**config.mk**
```make
export PLATFORM = sky130hd
export DESIGN_NAME = rr_arbiter_8
export DESIGN_NICKNAME = d
export VERILOG_FILES = /design/src/rtl/rr_arbiter_8.sv
export SDC_FILE = /design/constraint.sdc
export NUM_CORES = 1
export LEC_CHECK = 0
export BUFFER_PORTS_ARGS = -buffer_cell sky130_fd_sc_hd__buf_2
export CORE_MARGIN = 2
export CORE_UTILIZATION = 25
export CTS_CLUSTER_SIZE = 25
export DETAILED_ROUTE_END_ITERATION = 6
export GPL_ROUTABILITY_DRIVEN = 0
export REMOVE_ABC_BUFFERS = 1
export SYNTH_ARGS = -nofsm -noshare
export SYNTH_HDL_FRONTEND = slang
export SYNTH_SLANG_ARGS = --single-unit
```
**constraint.sdc**
```tcl
create_clock -name clk -period 3.9 [get_ports clk]
set_clock_uncertainty 0.1 [all_clocks]
set_input_delay 0.39 -clock clk [delete_from_list [all_inputs] [get_ports clk]]
set_output_delay 0.39 -clock clk [all_outputs]
set_load 0.03 [all_outputs]
```
**src/rtl/rr_arbiter_8.sv**
```systemverilog
// Eight-channel round-robin arbiter with acknowledge/timeout-driven release.
// Produces a registered 3-bit channel index for the downstream 3-to-8 decoder.
module rr_arbiter_8 #(
  parameter int unsigned TIMEOUT = 15,
  parameter int unsigned TW      = 4
) (
  input  logic       clk,
  input  logic       rst,
  input  logic [7:0] req,
  input  logic       ack,
  output logic [2:0] gnt_idx,
  output logic       gnt_valid,
  output logic       timeout
);

  typedef enum logic {
    S_IDLE  = 1'b0,
    S_GRANT = 1'b1
  } state_t;

  localparam logic [TW-1:0] TO_LAST = TW'(TIMEOUT - 1);

  state_t        state_q, state_d;
  logic [2:0]    ptr_q, ptr_d;
  logic [TW-1:0] cnt_q, cnt_d;
  logic [2:0]    idx_q, idx_d;
  logic          vld_q, vld_d;
  logic          to_q, to_d;

  logic [2:0]    ptr_next;
  logic [3:0]    pick_idle;
  logic [3:0]    pick_xfer;

  // Returns {found, index}: first set bit of r starting at p, wrapping modulo 8.
  function automatic logic [3:0] rr_pick(input logic [7:0] r, input logic [2:0] p);
    logic [3:0] res;
    logic [2:0] c;
    res = 4'b0;
    for (int i = 7; i >= 0; i--) begin
      c = p + 3'(i);
      if (r[c]) res = {1'b1, c};
    end
    return res;
  endfunction

  assign ptr_next  = idx_q + 3'd1;
  assign pick_idle = rr_pick(req, ptr_q);
  assign pick_xfer = rr_pick(req, ptr_next);

  always_comb begin
    state_d = state_q;
    ptr_d   = ptr_q;
    cnt_d   = cnt_q;
    idx_d   = idx_q;
    vld_d   = vld_q;
    to_d    = 1'b0;
    case (state_q)
      S_IDLE: begin
        vld_d = 1'b0;
        if (pick_idle[3]) begin
          idx_d   = pick_idle[2:0];
          vld_d   = 1'b1;
          cnt_d   = '0;
          state_d = S_GRANT;
        end
      end
      S_GRANT: begin
        // Ack takes priority over both withdrawal and timeout.
        if (ack) begin
          ptr_d = ptr_next;
          if (pick_xfer[3]) begin
            idx_d = pick_xfer[2:0];
            vld_d = 1'b1;
            cnt_d = '0;
          end else begin
            vld_d   = 1'b0;
            state_d = S_IDLE;
          end
        end else if (!req[idx_q]) begin
          ptr_d   = ptr_next;
          vld_d   = 1'b0;
          state_d = S_IDLE;
        end else if ((TIMEOUT != 0) && (cnt_q == TO_LAST)) begin
          ptr_d   = ptr_next;
          vld_d   = 1'b0;
          to_d    = 1'b1;
          state_d = S_IDLE;
        end else begin
          cnt_d = cnt_q + 1'b1;
        end
      end
      default: begin
        vld_d   = 1'b0;
        state_d = S_IDLE;
      end
    endcase
  end

  always_ff @(posedge clk or posedge rst) begin
    if (rst) begin
      state_q <= S_IDLE;
      ptr_q   <= 3'd0;
      cnt_q   <= '0;
      idx_q   <= 3'd0;
      vld_q   <= 1'b0;
      to_q    <= 1'b0;
    end else begin
      state_q <= state_d;
      ptr_q   <= ptr_d;
      cnt_q   <= cnt_d;
      idx_q   <= idx_d;
      vld_q   <= vld_d;
      to_q    <= to_d;
    end
  end

  assign gnt_idx   = idx_q;
  assign gnt_valid = vld_q;
  assign timeout   = to_q;

endmodule
```
[Word level (Yosys, flattened, before mapping)]
Index checks and enable logic that the tools add are counted.
Storage, ports and cells
  register bits after elaboration: 13
  input port bits: 11
  word-level logic and storage cells: 129
Cells by class
  $add $sub $neg: 16
  order comparisons: 17
  equal/unequal tests: 9
  mux-type cells: 77
  bitwise gates (word level): 1
  reduce and logical (&&, ||, !) cells: 3
Operators by type and width (count)
  two-way mux 4 bit: 21
  < comparator 3 x 4 -> 1 bit (second input constant): 17
  binary-select mux 1 bit (select 3 bit): 17
  two-way mux 1 bit: 29
  adder 3 bit (second input constant): 8
  two-way mux 3 bit: 6
  adder 3 x 2 -> 3 bit (second input constant): 4
  adder 3 x 1 -> 3 bit (second input constant): 3
  inequality test 3 x 2 -> 1 bit (second input constant): 3
  one-hot mux 4 bit (2 select lines): 1
  one-hot mux 3 bit (2 select lines): 1
  adder 4 x 1 -> 4 bit (second input constant): 1
  == test 4 bit (second input constant): 1
  inequality test 2 bit (second input constant): 2
  inequality test 4 x 3 -> 1 bit (second input constant): 1
  one-hot mux 1 bit (2 select lines): 2
  AND reduction 4 bit: 1
  inequality test 3 bit (second input constant): 1
  AND reduction 3 bit: 1
  inequality test 2 x 1 -> 1 bit (second input constant): 1
  AND reduction 2 bit: 1
  NOT 1 bit: 1

[Logic depth before layout (Yosys ltp)]
Gate-level depths: netlist of run 1.
  depth after elaboration: 15
  depth in mapped cells: 12

[Worst setup path after synthesis of run 1]
Ideal clock, no wire load.
  kind: reg2reg
  start point: register idx_q[0], in the netlist gnt_idx[0]
  end point: register idx_q[1], in the netlist gnt_idx[1]
  setup time: 0.123 ns
  arrival time: 2.951 ns
  setup slack: 0.725 ns
  stages on the path, launching flop included: 12
  path buffers: 2
  cell sequence: dfrtp_1 -> buf_6 -> clkbuf_8 -> inv_1 -> ha_1 -> mux4_1 -> mux2_4 -> a21boi_1 -> o211ai_1 -> mux2_2 -> a31oi_1 -> o21ai_1
Between the ends
  cells in the longest elaborated chain, start to end: 15
RTL lines
  start: declaration: RTL line 26  | logic [2:0] idx_q, idx_d;
  start signal: assignment: RTL line 111  | idx_q <= idx_d;
  adder 3 x 1 -> 3 bit *: RTL line 46  | assign ptr_next = idx_q + 3'd1;
  named net ptr_next[0]: RTL line 30  | logic [2:0] ptr_next;
  adder 3 bit: RTL line 40  | c = p + 3'(i);
  binary-select mux 1 bit (select 3 bit): RTL line 41  | if (r[c]) res = {1'b1, c};
  two-way mux 1 bit (implied by the code): RTL line 41
  two-way mux 4 bit (7 in series): RTL line 41
  two-way mux 4 bit *: RTL line 41
  two-way mux 3 bit: RTL line 71  | if (pick_xfer[3]) begin
  two-way mux 3 bit: RTL line 69  | if (ack) begin
  one-hot mux 3 bit (2 select lines): RTL line 57  | case (state_q)
The timed path passes the listed nets; every way through them passes the cells marked *. The select of a mux whose other input is x is not followed.
A chain may end at the register's enable or synchronous reset.

[Worst setup path in the final report of run 1]
  start point: register ptr_q[0]
  end point: register idx_q[0], in the netlist gnt_idx[0]
Between the ends
  cells in the longest elaborated chain, start to end: 13
RTL lines
  start: declaration: RTL line 24  | logic [2:0] ptr_q, ptr_d;
  start signal: assignment: RTL line 109  | ptr_q <= ptr_d;
  adder 3 bit: RTL line 40
  binary-select mux 1 bit (select 3 bit): RTL line 41
  two-way mux 1 bit (implied by the code): RTL line 41
  two-way mux 4 bit (7 in series): RTL line 41
  two-way mux 4 bit *: RTL line 41
  two-way mux 3 bit / inequality test 2 bit (equally long branches)
  one-hot mux 3 bit (2 select lines) / AND reduction 3 bit (equally long branches)
Every way passes the cells marked *; elsewhere a longest branch is shown, timed or not. The select of a mux whose other input is x is not followed.

==> results of run 1 <==
-- cell usage after synthesis (all sizes together), types with 4 or more instances --
library cell / number / area share [%]
inv: 13 / 2.0
o21ai: 12 / 2.5
o22ai: 4 / 1.1
nor2: 22 / 3.6
xnor2: 4 / 1.8
a221oi: 8 / 2.9
and2: 5 / 1.3
nand3: 6 / 1.3
nand2: 24 / 3.8
a31oi: 6 / 1.6
mux4: 20 / 19
dfrtp: 13 / 14
clkbuf: 8 / 3.5
ha: 6 / 3.2
mux2: 12 / 6.3
buf: 10 / 3.9
mux2i: 14 / 7.3
a21oi: 13 / 2.7
-- final cells by class --
cell class	count	area (um^2)	share of cell area, %
Clock buffer	4	45.0	1.79
Timing Repair Buffer	19	105	4.18
Sequential cell	13	325	12.9
Multi-Input combinational cell	207	1830	72.6
Inverter	14	52.6	2.09
Tap cell	129	161	6.41
-- state kept, by name, summed over array words and instances, names as in the netlist --
signal and cells:
gnt_valid 1, cnt_q 4, state_q 1, ptr_q 3, gnt_idx 3, timeout 1
-- worst register-to-register path: stages (launching register included) --
cell,delay [ps]
dfrtp_1,320
buf_4,280
inv_1,100
ha_1,450
mux4_2,410
and2_1,190
a21oi_1,270
a21oi_1,140
nor4_1,410
a311oi_1,80
o22ai_1,130
-- final timing paths --
check                      startpoint    endpoint
min reg2reg                 gnt_valid   gnt_valid
min in group clk                  ack     timeout
min                               rst  gnt_idx[2]
max reg2reg                  ptr_q[0]  gnt_idx[0]
max                          ptr_q[0]  gnt_idx[0]
max in group asynchronous         rst    cnt_q[1]
-- kinds of logic after synthesis --
logic type	share of synthesized area [%]
AO/OA/AOI/OAI	21.9
XOR/XNOR	4.36
adder cells (fa/ha/maj)	3.15
buffers and inverters	9.62
flip-flops	13.7
multiplexers	32.8
AND/OR/NAND/NOR	14.6
-- per-stage QoR --
step / hold WS [ps] / utilization [%] / cell area [um^2]
floorplan: 167 / - / 2200
global placement: 352 / 26.7 / 2470
detailed placement: 353 / 26.7 / 2470
CTS: 92.2 / 27.2 / 2520
global route: 109 / 27.2 / 2520
finish: 68.5 / 27.2 / 2520
-- layer usage --
| metal | track usage, % | up-vias | part of all wire [%] |
|---|---|---|---|
| met4 | 2.39 | 0 | 0.76 |
| li1 | - | 997 | - |
| met5 | 0 | - | 0 |
| met1 | 16.8 | 1072 | 43 |
| met2 | 21.6 | 61 | 52 |
| met3 | 0.828 | 6 | 4.8 |
-- cells in the final DEF, fill, tap and decap left out, drive strengths merged, types with 3 or more instances in the layout --
master / count
o21ai: 12
mux2i: 14
nor2: 22
nand2: 24
mux2: 12
buf: 19
inv: 13
ha: 6
xnor2: 4
o22ai: 4
mux4: 20
nor2b: 3
a21o: 3
nand2b: 3
nand3: 6
a31oi: 6
a211oi: 3
a21oi: 13
o211ai: 3
and2: 5
dfrtp: 13
a221oi: 8
clkbuf: 4
nand4: 3
nor3: 3
xor2: 3
==> impl_metrics.json, run 1 <==
{
  "status": "finished clean",
  "numCtsBuffers": 3,
  "root_buffer": "clkbuf_8",
  "worstPathMaxFanout": 19,
  "worst_r2r_path_depth": 10,
  "rsz0062_at_grt": "false",
  "fp.dieW_um": 102,
  "yosysSeqAreaShare_pct": 13.7,
  "firstDrtPassIters": 4,
  "clock-sinks": 13,
  "clk_path_buf_depth": 2,
  "fmax_ghz": 0.336,
  "vias_per_cell": 5.53,
  "ys_warn_count": 0,
  "setup.worst_path.class": "flip-flop to flip-flop",
  "antenna_cells": 0,
  "drt-initial-drc-count": 143,
  "io_buffers": 15,
  "maxCapViolCount": 0,
  "max_slew.worst_pin.slew_ps": 765,
  "io-pin-count": 16,
  "fin_setup_tns_ps": 0,
  "asyncSetResetFlopFracSynth_pct": 100,
  "relSlewSlack_pct": 49.0,
  "synth_edf_count": 0,
  "drv_slew": 0,
  "num_vias": 2136,
  "ys_types": 64,
  "grt_pass1_vias": 2054,
  "end_kind": "flip-flop",
  "avgSynthCellArea_um2": 9.45,
  "fin_nets": 275,
  "path_clk_slew_ps": 60,
  "ys_ff_latch": 13,
  "cts_hold_buf": 0,
  "route.final.wire_length_um": 6050,
  "path_common_cell": "a21oi_1",
  "path_delay_family": "compound AO/OA/AOI/OAI gates",
  "syn-cell-area_um2": 2380,
  "ant_nets": 0,
  "period_share_pct": 76.3,
  "setup_viol": 0,
  "layout.cells.non_filler": 386,
  "grt_antenna_before_repair": 0,
  "postCtsResizedCells": 0,
  "path_cells": "buf_4 -> inv_1 -> ha_1 -> mux4_2 -> and2_1 -> a21oi_1 -> a21oi_1 -> nor4_1 -> a311oi_1 -> o22ai_1",
  "worst-path-buf-inv": 2,
  "clock_latency_ps": 240,
  "worst_ep_required_time_ps": 3970,
  "place_inst": 382,
  "num_rows": 35,
  "core_area_um2": 9240,
  "synth_cells": 252,
  "grt_pass1_wl_um": 10400,
  "cp_slowest_cell": "ha_1",
  "drc": 0,
  "die_area_um2": 10300,
  "cp_slowest_stage_delay_ps": 450,
  "drive_gt1_share_pct": 24.9,
  "grt_max_degree": 23,
  "grt_use_total_pct": 12.3,
  "worstPathArrival_ps": 3040,
  "worst-path-stages": 10,
  "dp_hpwl_um": 4470,
  "fillers": 986,
  "cts_tree": "done",
  "finalHoldViolations": 0,
  "start_util_pct": 25.8,
  "place_ws_ps": 983,
  "die_height_um": 102,
  "grt-ovfl-total": 0,
  "crit_path_start_kind": "flip-flop",
  "synth-main-ff-cell": "dfrtp_1",
  "min_path_type": "primary input to asynchronous set/reset pin",
  "wire_per_inst_um": 15.7,
  "post_cts_buffers": 0,
  "area_delta_synth_final_pct": 5.68,
  "worst_slack_ps": 923,
  "htree_levels": 1,
  "min_period_ps": 2980,
  "ff2ff_setup_slack_ps": 920
}
Power of run 1 is not shown: default switching activity piles up to over one toggle a cycle in this logic, so the estimate is an artifact.
==> run 2: changes to the inputs <==
==> constraint.sdc (replaced) <==
create_clock -name clk -period 3 [get_ports clk]
set_clock_uncertainty 0.1 [all_clocks]
set_input_delay 0.3 -clock clk [delete_from_list [all_inputs] [get_ports clk]]
set_output_delay 0.3 -clock clk [all_outputs]
set_load 0.03 [all_outputs]
==> run 2 against run 1 <==
Net effect: the flow now finishes with violations (negative hold slack); maximum frequency rose by 7.5%; via count fell by 0.75%; critical path depth fell by 1; design area rose by 1.8%; global-route usage fell by 0.40 points; routed wire length rose by 0.64%; non-clock buffer count rose by 6; first-iteration DRC count rose by 12%; utilization rose by 0.49 points; sequential share of layout area fell by 0.23 points; die area did not move; critical endpoint is now gnt_idx[1]; highest routed layer unchanged.
==> impl_metrics.json, run 2 (synthesized netlist as in run 1, its figures left out) <==
{
  "numCtsBuffers": 3,
  "worstPathMaxFanout": 6,
  "grt-ovfl-total": 0,
  "cts_hold_buf": 0,
  "layout.cells.non_filler": 392,
  "final_core_util_pct": 27.7,
  "area_delta_synth_final_pct": 7.57,
  "relSlewSlack_pct": 58.8,
  "postCtsResizedCells": 0,
  "drt-initial-drc-count": 160,
  "drc": 0,
  "htree_levels": 1,
  "setup.worst_path.class": "flip-flop to flip-flop",
  "num_vias": 2120,
  "num_rows": 35,
  "rsz0062_at_grt": "false",
  "die_height_um": 102,
  "die_area_um2": 10300,
  "place_inst": 388,
  "dp_hpwl_um": 4560,
  "min_path_type": "primary input to asynchronous set/reset pin",
  "start_util_pct": 25.8,
  "status": "finished with violations",
  "violations": "negative hold slack",
  "grt_pass1_vias": 2017,
  "end_kind": "flip-flop",
  "wire_per_inst_um": 15.5,
  "grt_max_degree": 22,
  "drive_gt1_share_pct": 26.6,
  "grt_antenna_before_repair": 0,
  "top_register": "cnt_q",
  "post_cts_buffers": 0,
  "hold-worst-slack_ps": -26.4,
  "cts_tree": "done",
  "max_slew.worst_pin.slew_ps": 600,
  "clock-sinks": 13,
  "firstDrtPassIters": 5,
  "worst_ep_required_time_ps": 3020,
  "core_area_um2": 9240,
  "largest_reg_flops": 4,
  "setup_viol": 0,
  "place_ws_ps": 226,
  "io-pin-count": 16,
  "finalHoldViolations": 13,
  "worstPathArrival_ps": 2790,
  "grt_pass1_wl_um": 10100,
  "final_common_cell": "nand2_1",
  "vias_per_cell": 5.41,
  "drv_slew": 0,
  "grt_use_total_pct": 11.9,
  "route.final.wire_length_um": 6090,
  "fmax_ghz": 0.361,
  "path_clk_slew_ps": 60,
  "antenna_cells": 0,
  "root_buffer": "clkbuf_8",
  "clock_latency_ps": 240,
  "maxCapViolCount": 0,
  "min_period_ps": 2770,
  "worst_slack_ps": 230,
  "layout_common_cells": "24 x nand2_1, 21 x nor2_1, 18 x mux4_2",
  "io_buffers": 15,
  "period_share_pct": 92.3,
  "clk_path_buf_depth": 2,
  "fp.dieW_um": 102,
  "fin_nets": 281,
  "crit_path_start_kind": "flip-flop",
  "ant_nets": 0
}
[run 2: changes by cell type in the layout (fill, tap and decap cells not counted), sizes merged]
cell	previous run	this run
buf	19	25
[run 2: stage by stage]
step           area [um^2]  TNS (ps)
2_1_floorplan         2200     -1840
3_3_place_gp          2520         0
3_5_place_dp          2520         0
4_1_cts               2560         0
5_1_grt               2560         0
6_report              2560         0
[run 2: routing by layer]
layer / GRT usage, % / vias to the layer above / wire length, um
met5: 0 / - / 0
met4: 3.64 / 0 / 116
met3: 0.897 / 11 / 259
met2: 20.6 / 73 / 3070
met1: 15.9 / 1032 / 2650
li1: - / 1004 / -
[run 2: path summary, 6_finish.rpt]
check                      slack [ps]  startpoint  cells past startpoint          to
max reg2reg                       230  gnt_idx[0]                      9  gnt_idx[1]
max in group asynchronous        2490         rst                      2    ptr_q[2]
min                               -30         rst                      2     timeout
min in group clk                  260         ack                      4     timeout
max                               230  gnt_idx[0]                      9  gnt_idx[1]
min reg2reg                       380   gnt_valid                      2   gnt_valid
[run 2: final cells by class]
type / instances / area [um^2]
clock buffers: 4 / 45.0
fillers: 996 / 6680
inverters: 14 / 52.6
multi-input cells: 207 / 1830
flip-flops and latches: 13 / 325
well taps: 129 / 161
repair buffers: 25 / 150
[run 2: critical path, cell delays in order (launching register included)]
cell and delay [ps]:
dfrtp_1 340, inv_1 110, ha_1 390, mux4_1 620
mux2_4 310, a21boi_1 160, o211ai_1 110, mux2_2 260
a31oi_1 160, o21ai_1 90
Power of run 2 is left out for the same reason.
